--- src/rtl/gate_bist.sv ---
// Built-in self-test sequencer for one 2-input combinational gate: sweeps all four
// input patterns, samples the gate output after a dwell, and tallies mismatches.
module gate_bist #(
  parameter int unsigned DWELL  = 4,        // cycles each pattern is held (2..255)
  parameter int unsigned PASSES = 2,        // full 4-pattern sweeps per run (1..255)
  parameter int unsigned ERR_W  = 8,        // error counter width
  parameter logic [3:0]  EXPECT = 4'b1000   // expected output indexed by {stim_2, stim_1}
) (
  input  logic             clk,
  input  logic             rst_n,
  input  logic             start,
  input  logic             abort,
  input  logic             dut_out,
  output logic             stim_1,
  output logic             stim_2,
  output logic             busy,
  output logic             done,
  output logic             pass,
  output logic [ERR_W-1:0] err_count,
  output logic             first_fail_valid,
  output logic [1:0]       first_fail_pattern
);

  typedef enum logic [1:0] {
    ST_IDLE  = 2'd0,
    ST_DRIVE = 2'd1,
    ST_DONE  = 2'd2
  } state_t;

  localparam logic [7:0]       DWELL_LAST = 8'(DWELL - 1);
  localparam logic [7:0]       PASS_LAST  = 8'(PASSES - 1);
  localparam logic [ERR_W-1:0] ERR_MAX    = {ERR_W{1'b1}};

  state_t           r_state;
  state_t           w_next;
  logic [1:0]       r_pat;
  logic [7:0]       r_dwell;
  logic [7:0]       r_pass_cnt;
  logic [ERR_W-1:0] r_err;
  logic             r_ff_valid;
  logic [1:0]       r_ff_pat;
  logic             r_stim_1;
  logic             r_stim_2;
  logic             r_busy;
  logic             r_done;
  logic             r_pass;

  logic             w_start_acc;
  logic             w_sample;
  logic             w_mismatch;
  logic             w_last;
  logic [ERR_W-1:0] w_err_next;
  logic [1:0]       w_pat_next;

  // NOTE: every variable gets a default at the top of always_comb so no path leaves
  // it unassigned; a missing default would infer a latch.
  always_comb begin
    w_start_acc = start && !abort && (r_state != ST_DRIVE);
    w_sample    = (r_state == ST_DRIVE) && !abort && (r_dwell == DWELL_LAST);
    w_mismatch  = w_sample && (dut_out != EXPECT[r_pat]);
    w_last      = w_sample && (r_pat == 2'd3) && (r_pass_cnt == PASS_LAST);
    w_pat_next  = r_pat + 2'd1;

    // Abort outranks start, and start outranks the end-of-run transition.
    w_next = r_state;
    if (abort) begin
      w_next = ST_IDLE;
    end else if (w_start_acc) begin
      w_next = ST_DRIVE;
    end else if (w_last) begin
      w_next = ST_DONE;
    end

    w_err_next = r_err;
    if (w_start_acc) begin
      w_err_next = '0;
    end else if (w_mismatch && (r_err != ERR_MAX)) begin
      w_err_next = r_err + 1'b1;
    end
  end

  // NOTE: sequential state uses non-blocking assignments so every register samples
  // the pre-edge values, independent of statement order.
  always_ff @(posedge clk or negedge rst_n) begin
    if (!rst_n) begin
      r_state <= ST_IDLE;
    end else begin
      r_state <= w_next;
    end
  end

  always_ff @(posedge clk or negedge rst_n) begin
    if (!rst_n) begin
      r_pat      <= '0;
      r_dwell    <= '0;
      r_pass_cnt <= '0;
      r_err      <= '0;
      r_ff_valid <= 1'b0;
      r_ff_pat   <= '0;
      r_stim_1   <= 1'b0;
      r_stim_2   <= 1'b0;
      r_busy     <= 1'b0;
      r_done     <= 1'b0;
      r_pass     <= 1'b0;
    end else begin
      r_err  <= w_err_next;
      r_busy <= (w_next == ST_DRIVE);
      r_done <= (w_next == ST_DONE);
      r_pass <= (w_next == ST_DONE) && (w_err_next == '0);

      if (abort) begin
        // Results are held for inspection; only the sequencing state is parked.
        r_pat      <= '0;
        r_dwell    <= '0;
        r_pass_cnt <= '0;
        r_stim_1   <= 1'b0;
        r_stim_2   <= 1'b0;
      end else if (w_start_acc) begin
        r_pat      <= '0;
        r_dwell    <= '0;
        r_pass_cnt <= '0;
        r_ff_valid <= 1'b0;
        r_ff_pat   <= '0;
        r_stim_1   <= 1'b0;
        r_stim_2   <= 1'b0;
      end else if (r_state == ST_DRIVE) begin
        if (w_sample) begin
          r_dwell <= '0;
          r_pat   <= w_pat_next;
          if (r_pat == 2'd3) begin
            r_pass_cnt <= r_pass_cnt + 8'd1;
          end
          if (w_mismatch && !r_ff_valid) begin
            r_ff_valid <= 1'b1;
            r_ff_pat   <= r_pat;
          end
          // Stims return to 0 together with the move to DONE.
          if (w_last) begin
            r_stim_1 <= 1'b0;
            r_stim_2 <= 1'b0;
          end else begin
            r_stim_1 <= w_pat_next[0];
            r_stim_2 <= w_pat_next[1];
          end
        end else begin
          r_dwell <= r_dwell + 8'd1;
        end
      end
    end
  end

  assign stim_1             = r_stim_1;
  assign stim_2             = r_stim_2;
  assign busy               = r_busy;
  assign done               = r_done;
  assign pass               = r_pass;
  assign err_count          = r_err;
  assign first_fail_valid   = r_ff_valid;
  assign first_fail_pattern = r_ff_pat;

endmodule

--- config.mk ---
export PLATFORM = sky130hd
export DESIGN_NAME = gate_bist
export DESIGN_NICKNAME = d
export VERILOG_FILES = /design/src/rtl/gate_bist.sv
export SDC_FILE = /design/constraint.sdc
export NUM_CORES = 1
export LEC_CHECK = 0
export BUFFER_PORTS_ARGS = -buffer_cell sky130_fd_sc_hd__clkbuf_2
export CORE_AREA = 4 4 71 73
export DETAILED_ROUTE_END_ITERATION = 8
export DIE_AREA = 0 0 75 77
export SYNTH_ARGS = -nofsm -noshare
export SYNTH_HDL_FRONTEND = slang
export SYNTH_SLANG_ARGS = --single-unit
--- constraint.sdc ---
create_clock -name clk -period 2.5 [get_ports clk]
set_input_delay 0.5 -clock clk [delete_from_list [all_inputs] [get_ports clk]]
set_output_delay 0.5 -clock clk [all_outputs]
set_load 0.03 [all_outputs]
==> flow_summary.ini <==
[sta]
tns_ns = 0
setup_viol_count_final = 0
clock_skew_ns = 0.003112
rsz0062_at_grt = false
drv_slew = 0
period_share_pct = 92.28
fmax_ghz = 0.4335
tightest_slew_ns = 0.8907
hold_viol = 0
slew_headroom_pct = 40.62
period_minus_slack_ns = 2.307

[logic_synthesis]
yosysSeqAreaShare_pct = 47.31
synth_area_um2 = 1904
ys_async_sr_fraction_pct = 100.0
avgSynthCellArea_um2 = 9.474
yosysUniqueCellTypes = 40
synth_top_area_share_pct = 47.31
syn_inst = 201
synthTopCellsByArea = dfrtp_1, nor2_1, xor2_1, xnor2_1, nand2_1
synth_top_cell_by_area = dfrtp_1
ys_ff_latch = 36
synthesis.nets = 211
synth-edff-count = 0
yosysWarnings = 0
synth_ff_type = dfrtp_1

[clock_network]
clk_pin_slew_ns = 0.07
clock_latency_ns = 0.29
clock_path_buffers = 2
cts_tree = yes
cts-root-buf = clkbuf_8
htree_num_levels = 2
numClockSinks = 36
cts_hold_buf = 0
numCtsBuffers = 5

[placed_design]
place_area_um2 = 2102
place_congestion = 0.7617
dp_hpwl_um = 2935
numPortBuffers = 20

[status]
status = finished, final reports clean

[global_route]
antenna_found_initial = 0
grt_max_degree = 37
grt-ovfl-total = 0
grt_first_pass_wirelength_um = 6962
grt_usage_pct = 15.41
grt_pass1_vias = 1506

[drt]
via_count = 1538
dr.first_iter.drc_count = 45
routed_wl_um = 3964
final_antenna_net_count = 0
dr.pass1.iters = 4
drt-vias-per-instance = 5.435
wl_per_cell_um = 14.01
drc = 0

[cells_and_area]
final_nets = 240
layout-drive-gt1-share_pct = 19.05
ff_latch_area_um2 = 900.9
syn2layout_area_growth_pct = 16.56
final_area_um2 = 2220
multi_input_area_um2 = 952.2
fillers = 417
antenna_cells = 0

[hold_path]
hp-class = input pin to async pin

[critical_path]
worstReg2RegStart = r_pat[0]
cp.required_ns = 2.68
r2r-end = pass
end_kind = flop
path_max_fanout = 11
r2r_cells = 7
reg2reg_slack_ns = 0.19
critPathKind = flop to flop
worst_ep_arrival_time_ns = 2.49
startpoint_type = flop

[power_and_ir_drop]
power_mw = 1.146
power_density_nw_per_um2 = 516.2
vdd_drop_max_mv = 0.3216
power_leakage_nw = 1.006

[floorplanning]
dieArea_um2 = 5775
num_io_pins = 21
num_rows = 24
die_h_um = 77
initial_utilization_pct = 43.74
core_area_um2 = 4354
die_w_um = 75

[job]
maxCapViolCount = 0
==> worst max-delay path, cell delays in order, from the launching register on <==
cell       delay [ns]
dfrtp_1          0.42
ha_1             0.25
xor2_1           0.20
nand4_2          0.16
buf_4            0.21
a2111oi_1        0.30
a2bb2o_2         0.31
a2111oi_2        0.34
==> cells in the final DEF, fill, tap and decap left out, types with 3 or more instances in the layout <==
master | netlist | layout
nor3_1 | 4 | 4
clkbuf_2 | 0 | 20
xnor2_1 | 8 | 8
clkbuf_8 | 0 | 5
nor3b_1 | 3 | 3
nor4_1 | 4 | 4
nand3_1 | 10 | 10
nand4_1 | 5 | 5
xor2_1 | 9 | 9
buf_4 | 0 | 9
or3_1 | 4 | 4
nand2_1 | 18 | 18
o21ai_0 | 12 | 12
inv_1 | 7 | 7
o2111ai_1 | 3 | 3
nor2_1 | 29 | 29
ha_1 | 5 | 5
dfrtp_1 | 36 | 36
a21oi_1 | 9 | 9
==> worst max path at each step <==
stage / from / end / slack [ns] / cells after the start
global route: r_pat[0] / pass / 0.02 / 7
floorplan: abort / pass / 0.23 / 6
global placement: r_dwell[0] / pass / 0.25 / 7
finish: r_pat[0] / pass / 0.19 / 7
detailed placement: r_dwell[0] / pass / 0.15 / 7
CTS: r_dwell[0] / pass / 0.13 / 7
==> per-layer routing <==
layer  track usage [%]  vias to the layer above  share of wire (%)
met5                 0                        -                  0
met1             21.40                      723                 49
met4             4.804                        0                1.5
met2             22.82                       33                 45
met3             4.575                        5                4.8
li1                  -                      777                  -
==> cells in the mapped netlist (all sizes together), types with 2 or more instances <==
cell type,instances
nor2,29
a21oi,9
nand4,6
a2111oi,3
nand3,10
a32o,2
inv,7
and4,2
nor3,5
ha,5
or3,4
o31ai,2
o21ai,12
xor2,9
a211oi,2
dfrtp,36
nor3b,3
and3,2
clkbuf,6
xnor2,8
o2111ai,3
nand2,18
nor4,5
==> report_power, final <==
| part | internal [mW] | switching (mW) |
|---|---|---|
| logic | 0.0169 | 0.0417 |
| registers | 0.586 | 0.00294 |
| clock network | 0.296 | 0.202 |
==> area by class of cell <==
| cell class | instances | share of cell area (%) |
|---|---|---|
| well taps | 52 | 2.931 |
| multi-input cells | 151 | 42.90 |
| flip-flops and latches | 36 | 40.59 |
| clock inverters | 2 | 1.578 |
| clock buffers | 6 | 3.269 |
| repair buffers | 29 | 7.554 |
| inverters | 7 | 1.184 |
==> stage by stage <==
step / cells / setup WS, ns / hold WS, ns / util (%)
after floorplan: 201 / 0.2317 / 0.2044 / -
after global placement: 274 / 0.2490 / 0.4890 / 48.28
after detailed placement: 274 / 0.1522 / 0.4912 / 48.28
after CTS: 282 / 0.1312 / 0.3599 / 50.75
after global routing: 283 / 0.01827 / 0.3880 / 50.98
final: 283 / 0.1931 / 0.3236 / 50.98
==> what timing repair did <==
item | 4_1_cts | 5_1_grt
gates resized for setup | 0 | 2
setup buffers | 0 | 1
setup endpoints to repair | 0 | 1
==> cells by family after synthesis <==
kind of cell | synth area share, %
AOI/OAI and AO/OA | 14.13
xor gates and xnor gates | 7.819
adders and majority gates | 3.285
buffers and inverters | 2.825
DFF | 47.31
and+or+nand+nor | 24.64
==> sequential cells by signal (all words and copies together) (netlist names), 2 cells and up <==
signal              flops
r_pat                   2
r_pass_cnt              8
first_fail_pattern      2
err_count               8
r_state                 2
r_dwell                 8
(Power assumes the default switching activity.)
